<file path="src/rtl/axi_ring_writer.sv">
// Streams Sin words through a first-word-fall-through FIFO into fixed-length AXI3
// write bursts that walk a circular buffer at ocm_haddr, wrapping every 2^ocm_width bytes.
//
//  state | meaning
//  IDLE  | waiting for a full burst's worth of words in the FIFO; sync flushes here
//  ADDR  | awvalid held with a stable awaddr until awready
//  DATA  | streaming BURST_LEN beats from the FIFO head, wlast on the final beat
//  RESP  | bready high, waiting for bvalid; deferred sync is applied on exit
module axi_ring_writer #(
    parameter int          DW        = 32,
    parameter int          BURST_LEN = 16,
    parameter int          FIFO_AW   = 6,
    parameter logic [31:0] ocm_haddr = 32'hfffc0000,
    parameter int          ocm_width = 16
) (
    input  logic            AXI_clk,
    input  logic            rst,
    input  logic            sync,
    input  logic [DW-1:0]   Sin,
    input  logic            Ien,
    output logic [31:0]     AXI_awaddr,
    output logic            AXI_awvalid,
    input  logic            AXI_awready,
    output logic [3:0]      AXI_awlen,
    output logic [2:0]      AXI_awsize,
    output logic [1:0]      AXI_awburst,
    output logic [5:0]      AXI_awid,
    output logic [DW-1:0]   AXI_wdata,
    output logic [DW/8-1:0] AXI_wstrb,
    output logic            AXI_wlast,
    output logic            AXI_wvalid,
    input  logic            AXI_wready,
    output logic [5:0]      AXI_wid,
    input  logic            AXI_bvalid,
    output logic            AXI_bready,
    input  logic [1:0]      AXI_bresp,
    input  logic [5:0]      AXI_bid,
    output logic [31:0]     wr_cnt,
    output logic [15:0]     ovf_cnt,
    output logic            bresp_err
);

    localparam int                    DEPTH     = 1 << FIFO_AW;
    localparam int                    BURST_B   = BURST_LEN * DW / 8;
    localparam logic [FIFO_AW:0]      CNT_FULL  = (FIFO_AW+1)'(DEPTH);
    localparam logic [FIFO_AW:0]      CNT_BURST = (FIFO_AW+1)'(BURST_LEN);
    localparam logic [FIFO_AW:0]      CNT_ONE   = (FIFO_AW+1)'(1);
    localparam logic [FIFO_AW-1:0]    PTR_ONE   = (FIFO_AW)'(1);
    localparam logic [3:0]            LAST_BEAT = 4'(BURST_LEN - 1);
    localparam logic [ocm_width-1:0]  OFF_STEP  = ocm_width'(BURST_B);

    typedef enum logic [1:0] {IDLE, ADDR, DATA, RESP} state_t;

    state_t                 state;
    logic [DW-1:0]          mem [DEPTH];
    logic [FIFO_AW-1:0]     wr_ptr, rd_ptr;
    logic [FIFO_AW:0]       count;
    logic [ocm_width-1:0]   offset;
    logic [3:0]             beat_left;
    logic                   pending;
    logic                   flush_idle, flush_resp, push, pop;
    logic                   unused_bid;

    assign AXI_awlen   = LAST_BEAT;
    assign AXI_awsize  = 3'($clog2(DW/8));
    assign AXI_awburst = 2'b01;
    assign AXI_awid    = 6'b111111;
    assign AXI_wid     = 6'b111111;
    assign AXI_wstrb   = '1;
    assign AXI_wdata   = mem[rd_ptr];
    assign unused_bid  = ^AXI_bid;

    // An idle flush keeps a same-cycle word; a deferred flush drops it with the rest.
    assign flush_idle = (state == IDLE) && sync;
    assign flush_resp = (state == RESP) && AXI_bvalid && (pending || sync);
    assign push       = Ien && !flush_resp && (flush_idle || (count != CNT_FULL));
    assign pop        = AXI_wvalid && AXI_wready;

    always_ff @(posedge AXI_clk) begin
        if (push)
            mem[wr_ptr] <= Sin;
    end

    always_ff @(posedge AXI_clk) begin
        if (rst) begin
            wr_ptr  <= '0;
            rd_ptr  <= '0;
            count   <= '0;
            ovf_cnt <= '0;
        end else if (flush_idle || flush_resp) begin
            rd_ptr  <= wr_ptr;
            wr_ptr  <= push ? wr_ptr + PTR_ONE : wr_ptr;
            count   <= push ? CNT_ONE : '0;
            ovf_cnt <= '0;
        end else begin
            if (push)
                wr_ptr <= wr_ptr + PTR_ONE;
            if (pop)
                rd_ptr <= rd_ptr + PTR_ONE;
            if (push && !pop)
                count <= count + CNT_ONE;
            else if (!push && pop)
                count <= count - CNT_ONE;
            if (Ien && (count == CNT_FULL) && (ovf_cnt != 16'hffff))
                ovf_cnt <= ovf_cnt + 16'd1;
        end
    end

    always_ff @(posedge AXI_clk) begin
        if (rst) begin
            state       <= IDLE;
            AXI_awaddr  <= ocm_haddr;
            AXI_awvalid <= 1'b0;
            AXI_wvalid  <= 1'b0;
            AXI_wlast   <= 1'b0;
            AXI_bready  <= 1'b0;
            offset      <= '0;
            wr_cnt      <= '0;
            bresp_err   <= 1'b0;
            pending     <= 1'b0;
            beat_left   <= '0;
        end else begin
            case (state)
                IDLE: begin
                    if (sync) begin
                        offset    <= '0;
                        wr_cnt    <= '0;
                        bresp_err <= 1'b0;
                        pending   <= 1'b0;
                    end else if (count >= CNT_BURST) begin
                        state       <= ADDR;
                        AXI_awvalid <= 1'b1;
                        AXI_awaddr  <= ocm_haddr + 32'(offset);
                    end
                end
                ADDR: begin
                    if (sync)
                        pending <= 1'b1;
                    if (AXI_awready) begin
                        state       <= DATA;
                        AXI_awvalid <= 1'b0;
                        AXI_wvalid  <= 1'b1;
                        AXI_wlast   <= (LAST_BEAT == 4'd0);
                        beat_left   <= LAST_BEAT;
                    end
                end
                DATA: begin
                    if (sync)
                        pending <= 1'b1;
                    if (AXI_wready) begin
                        if (beat_left == 4'd0) begin
                            state      <= RESP;
                            AXI_wvalid <= 1'b0;
                            AXI_wlast  <= 1'b0;
                            AXI_bready <= 1'b1;
                        end else begin
                            beat_left <= beat_left - 4'd1;
                            AXI_wlast <= (beat_left == 4'd1);
                        end
                    end
                end
                RESP: begin
                    if (AXI_bvalid) begin
                        state      <= IDLE;
                        AXI_bready <= 1'b0;
                        if (pending || sync) begin
                            pending   <= 1'b0;
                            offset    <= '0;
                            wr_cnt    <= '0;
                            bresp_err <= 1'b0;
                        end else begin
                            wr_cnt <= wr_cnt + 32'd1;
                            offset <= offset + OFF_STEP;
                            if (AXI_bresp != 2'b00)
                                bresp_err <= 1'b1;
                        end
                    end else if (sync) begin
                        pending <= 1'b1;
                    end
                end
                default: state <= IDLE;
            endcase
        end
    end

endmodule

</file>
<file path="config.mk">
export PLATFORM = sky130hd
export DESIGN_NAME = axi_ring_writer
export DESIGN_NICKNAME = d
export VERILOG_FILES = /design/src/rtl/axi_ring_writer.sv
export SDC_FILE = /design/constraint.sdc
export NUM_CORES = 2
export LEC_CHECK = 0
export BUFFER_PORTS_ARGS = -buffer_cell sky130_fd_sc_hd__buf_2
export CORE_ASPECT_RATIO = 0.5
export CORE_MARGIN = 2
export CORE_UTILIZATION = 30
export CTS_BUF_LIST = sky130_fd_sc_hd__clkbuf_8
export DETAILED_ROUTE_END_ITERATION = 8
export SLEW_MARGIN = 25
export SYNTH_ARGS = -nofsm -noshare
export SYNTH_HDL_FRONTEND = slang
export SYNTH_SLANG_ARGS = --single-unit
</file>
<file path="constraint.sdc">
create_clock -name AXI_clk -period 3.8 [get_ports AXI_clk]
set_clock_uncertainty 0.1 [all_clocks]
set_input_delay 0.19 -clock AXI_clk [delete_from_list [all_inputs] [get_ports AXI_clk]]
set_output_delay 0.19 -clock AXI_clk [all_outputs]
set_load 0.1 [all_outputs]
</file>
Yosys cells after proc, flatten, opt, wreduce, memory -nomap -nowiden
Memory sizes are Yosys's and may differ from the RTL's. A register that Yosys moved wholly into a read port is not among the register bits.
Index checks and enable logic that the tools add are counted.
{"block": "totals", "reg_bits": 127, "memories": 1, "latchBits": 0, "in_bits": 47, "elab_cells": 134, "mem_bits_rw": 2048, "rom_bits": 0}
{"memory": "mem", "depth": 64, "word_bits": 32, "read_ports": 1, "rd_clocked_by_memory_dff": 1, "write_ports": 1, "line": "55", "source": "logic [DW-1:0] mem [DEPTH];"}
{"block": "classes", "n_div": 0, "order_cmp": 1, "reduce_logical": 37, "n_mul": 0, "muxes": 53, "add_sub_neg": 9, "shift": 0, "eq_ne": 17, "bitwise": 1}
{"op": "32-bit 2-to-1 mux", "n": 3}
{"op": "32-bit case mux with 2 select lines", "n": 1}
{"op": "16-bit 2-to-1 mux", "n": 3}
{"op": "32-bit by 1-bit adder with 32-bit output (second input constant)", "n": 1}
{"op": "16-bit case mux with 2 select lines", "n": 1}
{"op": "6-bit 2-to-1 mux", "n": 4}
{"op": "1-bit 2-to-1 mux", "n": 21}
{"op": "7-bit 2-to-1 mux", "n": 3}
{"op": "19-bit by 17-bit adder with 20-bit output (first input constant)", "n": 1}
{"op": "4-bit AND reduction", "n": 5}
{"op": "16-bit by 1-bit adder with 16-bit output (second input constant)", "n": 1}
{"op": "16-bit by 7-bit adder with 16-bit output (second input constant)", "n": 1}
{"op": "16-bit inequality test (second input constant)", "n": 1}
{"op": "2-bit inequality test (second input constant)", "n": 7}
{"op": "6-bit by 1-bit adder with 6-bit output (second input constant)", "n": 2}
{"op": "2-bit 2-to-1 mux", "n": 6}
{"op": "4-bit 2-to-1 mux", "n": 3}
{"op": "2-bit nonzero test", "n": 6}
{"op": "1-bit logical AND", "n": 10}
{"op": "1-bit case mux with 2 select lines", "n": 5}
{"op": "3-bit AND reduction", "n": 3}
{"op": "2-bit case mux with 4 select lines", "n": 1}
{"op": "4-bit case mux with 2 select lines", "n": 1}
{"op": "7-bit by 1-bit adder with 7-bit output (second input constant)", "n": 1}
{"op": "other kinds (21)", "n": 27}

Logic depth before layout (Yosys ltp)
{"block": "depth", "ltp_word": 11, "ltp_mapped": 14, "ltp_nobuf": 14}

Worst setup path after synthesis
Ideal clock, no wire load.
{"block": "synth_timing", "kind": "register to output", "from": "register (tool-made name)", "to": "output AXI_wdata[29]", "required_time_ns": 3.510, "setup_slack_ns": -0.175, "n_path_buf": 4, "arrival_ns": 3.685, "stages_incl_launch_ff": 9, "cell_sequence": "dfxtp_1 -> buf_2 -> buf_4 -> buf_2 -> buf_2 -> nor3_1 -> nor3_1 -> nor2_1 -> a221oi_1"}
{"element": "end: declaration", "line": "28", "source": "output logic [DW-1:0] AXI_wdata,"}

==> impl_metrics.prom <==
# TYPE chip_impl_metric gauge
chip_impl_metric{name="finalHoldViolations",unit=""} 0
chip_impl_metric{name="synth_async_sr_flop_share",unit=""} 0
chip_impl_metric{name="hold_ws",unit="ps"} 171
chip_impl_info{name="outcome",value="completed"} 1
chip_impl_metric{name="place.detailed.hpwl",unit="microns"} 118000
chip_impl_info{name="min-delay-path-class",value="in2reg"} 1
chip_impl_metric{name="maxSlewViolCount",unit=""} 0
chip_impl_info{name="endpoint_type_of_the_worst_setup_path",value="primary output"} 1
chip_impl_metric{name="max_slew.worst_pin.slew",unit="ps"} 965
chip_impl_metric{name="cts.htree.levels",unit=""} 5
chip_impl_metric{name="required_time_of_the_worst_setup_path",unit="ps"} 3510
chip_impl_metric{name="global_route.usage.total",unit=""} 0.144
chip_impl_metric{name="postSynthAreaPerCell",unit="sq um"} 21.3
chip_impl_info{name="cts_tree",value="built"} 1
chip_impl_metric{name="multi_input_comb_area",unit="sq um"} 19400
chip_impl_metric{name="pwr_dens",unit="nW/um^2"} 602
chip_impl_metric{name="detail_route.iter0.violations",unit=""} 4649
chip_impl_metric{name="numCtsBuffers",unit=""} 321
chip_impl_metric{name="dieArea",unit="sq um"} 281000
chip_impl_info{name="final_cell_mix",value="edfxtp_1, mux4_2, clkbuf_8"} 1
chip_impl_metric{name="vias_in_the_first_global_route",unit=""} 43100
chip_impl_metric{name="num_vias",unit=""} 42200
chip_impl_metric{name="period_minus_slack",unit="ps"} 3790
chip_impl_metric{name="post-route-drc-count",unit=""} 0
chip_impl_metric{name="layout.core_utilization",unit=""} 0.359
chip_impl_metric{name="detailed_place.area",unit="sq um"} 90500
chip_impl_metric{name="via_per_inst",unit=""} 5.03
chip_impl_metric{name="sequential_cell_area_in_the_final_layout",unit="sq um"} 63600
chip_impl_metric{name="number_of_warnings_reported_in_the_yosys_synthesis_log",unit=""} 0
chip_impl_metric{name="rows",unit=""} 136
chip_impl_metric{name="largest_net_degree_at_the_start_of_global_routing",unit=""} 65
chip_impl_metric{name="finalSetupTns",unit="ps"} 0
chip_impl_metric{name="area_added_between_synthesis_and_finish",unit="%"} 18.8
chip_impl_metric{name="place_ws",unit="ps"} 315
chip_impl_metric{name="worst_ir_drop_on_vdd",unit="mV"} 0.506
chip_impl_metric{name="upper_clock_frequency_limit",unit="GHz"} 0.264
chip_impl_info{name="worst_setup_path_start_kind",value="flop"} 1
chip_impl_info{name="ctsRootBufferMaster",value="clkbuf_8"} 1
chip_impl_metric{name="wl",unit="microns"} 210000
chip_impl_metric{name="layout.nets",unit=""} 4563
chip_impl_metric{name="max_cap_viol_count",unit=""} 0
chip_impl_metric{name="setup_violations",unit=""} 0
chip_impl_metric{name="ys_seq_elements",unit=""} 2153
chip_impl_metric{name="fillCellCount",unit=""} 25000
chip_impl_metric{name="die_x_extent",unit="microns"} 748
chip_impl_metric{name="yosysUniqueCellTypes",unit=""} 67
chip_impl_metric{name="drt_pass1_iterations",unit=""} 6
chip_impl_metric{name="cp_max_fo",unit=""} 15
chip_impl_metric{name="timing.critical_path.arrival",unit="ps"} 3500
chip_impl_metric{name="placer_s_final_routability_congestion_estimate",unit=""} 0.791
chip_impl_metric{name="clk_pin_slew_worst_paths",unit="ps"} 60
chip_impl_metric{name="grt_overflow",unit=""} 0
chip_impl_metric{name="relSlewSlack",unit=""} 0.351
chip_impl_metric{name="antenna_violations_before_repair",unit=""} 10
chip_impl_info{name="unrepaired_setup_endpoints_after_global_routing",value="yes"} 1
chip_impl_metric{name="stdcell_area",unit="sq um"} 98600
chip_impl_metric{name="max-clock-path-buffers",unit=""} 4
chip_impl_info{name="reg2reg_from",value="state[0]"} 1
chip_impl_metric{name="finalCritPeriodShare",unit=""} 0.996
chip_impl_metric{name="fp.coreArea",unit="sq um"} 275000
chip_impl_metric{name="cts_num_sinks",unit=""} 2153
chip_impl_metric{name="port_buffers",unit=""} 135
chip_impl_metric{name="floorplan.io_pins",unit=""} 189
chip_impl_info{name="worstHoldStart",value="AXI_awready"} 1
chip_impl_metric{name="die_h",unit="microns"} 376
chip_impl_metric{name="drt-wirelength-per-cell",unit="microns"} 25.1
chip_impl_info{name="ys_dominant_reg_cell",value="edfxtp_1"} 1
chip_impl_metric{name="netlist_area",unit="sq um"} 83000
chip_impl_metric{name="static-leakage-power",unit="nW"} 30.6
chip_impl_metric{name="grt_first_pass_wirelength",unit="microns"} 300000
chip_impl_metric{name="antenna_nets_post_route",unit=""} 0
chip_impl_metric{name="initial_core_util",unit=""} 0.302
chip_impl_metric{name="clock_latency",unit="ps"} 860
chip_impl_metric{name="synth_seq_area_share",unit=""} 0.766
chip_impl_metric{name="timing.final.ws_setup",unit="ps"} 14.8
chip_impl_info{name="path_class",value="reg2out"} 1
chip_impl_info{name="final_common_cell",value="edfxtp_1"} 1
chip_impl_metric{name="final_layout_size_suffix_gt1_frac",unit=""} 0.332
chip_impl_metric{name="postSynthCellCount",unit=""} 3896
chip_impl_metric{name="synth-edff-count",unit=""} 2048
==> layer usage <==
layer	track usage	wire, microns	share of wire
met1	0.191	86000	0.41
met2	0.247	104000	0.49
met3	0.0251	15500	0.074
met4	0.0373	4880	0.023
met5	0	0	0
==> registers in the layout, summed over array words and instances (netlist names), named ones only <==
register	cells
mem	2048
wr_cnt	32
ovf_cnt	16
AXI_awaddr	10
offset	10
count	7
rd_ptr	6
wr_ptr	6
beat_left	4
state	2
AXI_awvalid	1
AXI_bready	1
AXI_wlast	1
AXI_wvalid	1
bresp_err	1
pending	1
==> per-stage QoR <==
step	total power, mW	cells
2_1_floorplan	36.2	3941
3_3_place_gp	40.7	7712
3_5_place_dp	40.9	7713
4_1_cts	59.3	8325
5_1_grt	61.4	8375
6_report	59.3	8376
==> worst paths after layout <==
check        depth (start not counted)  slack, ps             to
max                                  9         10  AXI_wdata[16]
min                                  4        170   beat_left[3]
max reg2reg                          9        220    mem[56][28]
min reg2reg                          2        350      AXI_wlast
==> timing repair <==
| action | 4_1_cts | 5_1_grt |
|---|---|---|
| setup buffers | 17 | 45 |
| hold buffers | 46 | 0 |
| endpoints found under the hold margin | 1850 | 0 |
| endpoints found under the setup margin | 32 | 31 |
| resized for setup | 144 | 63 |
| gates cloned | 7 | 3 |
| pin swaps | 8 | 7 |
==> Yosys cell counts, types with 4 or more instances <==
| library cell | instances | area [sq um] |
|---|---|---|
| nand2_1 | 61 | 229 |
| a221oi_1 | 56 | 490 |
| dfxtp_1 | 105 | 2100 |
| nor3_1 | 31 | 155 |
| buf_6 | 23 | 259 |
| buf_1 | 10 | 37.5 |
| a22o_1 | 42 | 368 |
| o22ai_1 | 53 | 332 |
| o211a_1 | 4 | 40.0 |
| and4_1 | 7 | 61.3 |
| nand4_1 | 24 | 150 |
| xor2_1 | 39 | 342 |
| a211oi_1 | 13 | 97.6 |
| clkbuf_1 | 75 | 282 |
| nor2_1 | 179 | 672 |
| mux4_2 | 512 | 11500 |
| inv_1 | 13 | 48.8 |
| o21ai_0 | 27 | 135 |
| or2_2 | 5 | 31.3 |
| o21ai_1 | 4 | 20.0 |
| and3_1 | 21 | 131 |
| edfxtp_1 | 2048 | 61500 |
| buf_2 | 63 | 315 |
| xnor2_1 | 19 | 166 |
| ha_1 | 18 | 225 |
| nor2b_1 | 15 | 93.8 |
| o221ai_1 | 38 | 333 |
| mux2i_1 | 93 | 931 |
| nand2b_1 | 16 | 100 |
| and2_1 | 7 | 43.8 |
| nand3_1 | 21 | 105 |
| buf_4 | 81 | 608 |
| a21oi_1 | 111 | 556 |
| nand3b_1 | 6 | 45.0 |
| or3_1 | 13 | 81.3 |
==> critical path: stages (launching register included) <==
cell       delay (ps)
dfxtp_4           370
buf_12            150
buf_12            200
bufbuf_16         340
mux4_2            510
mux2i_1           150
a21oi_1           180
a21oi_2           370
a221oi_2          110
buf_12            200
==> where the power goes <==
part,switching (mW),leakage [nW],internal [mW]
Sequential,0.201,19.3,26.2
Combinational,9.05,8.04,6.51
Clock,8.75,3.25,8.61
Total,18.0,30.6,41.3
==> layout make-up <==
class,instances,share of cell area
diodes,3,0.0000762
clock buffers,331,0.0462
clock inverters,211,0.0114
inverters,14,0.000533
multi-input cells,1520,0.197
flip-flops and latches,2153,0.645
well taps,3657,0.0464
repair buffers,487,0.0534
==> cells by family (layout without fill, tap and decap cells) <==
kind of cell,count (synthesis),in the layout,synth area share
DFF,2153,2153,0.766
muxes,606,606,0.150
and+or+nand+nor,420,420,0.0246
AOI/OAI and AO/OA,370,370,0.0308
buffers and inverters,268,1043,0.0190
xor gates and xnor gates,58,58,0.00612
adders and majority gates,19,19,0.00295
other,2,50,0.0000905
No activity file was read; power rests on OpenSTA's default activity.
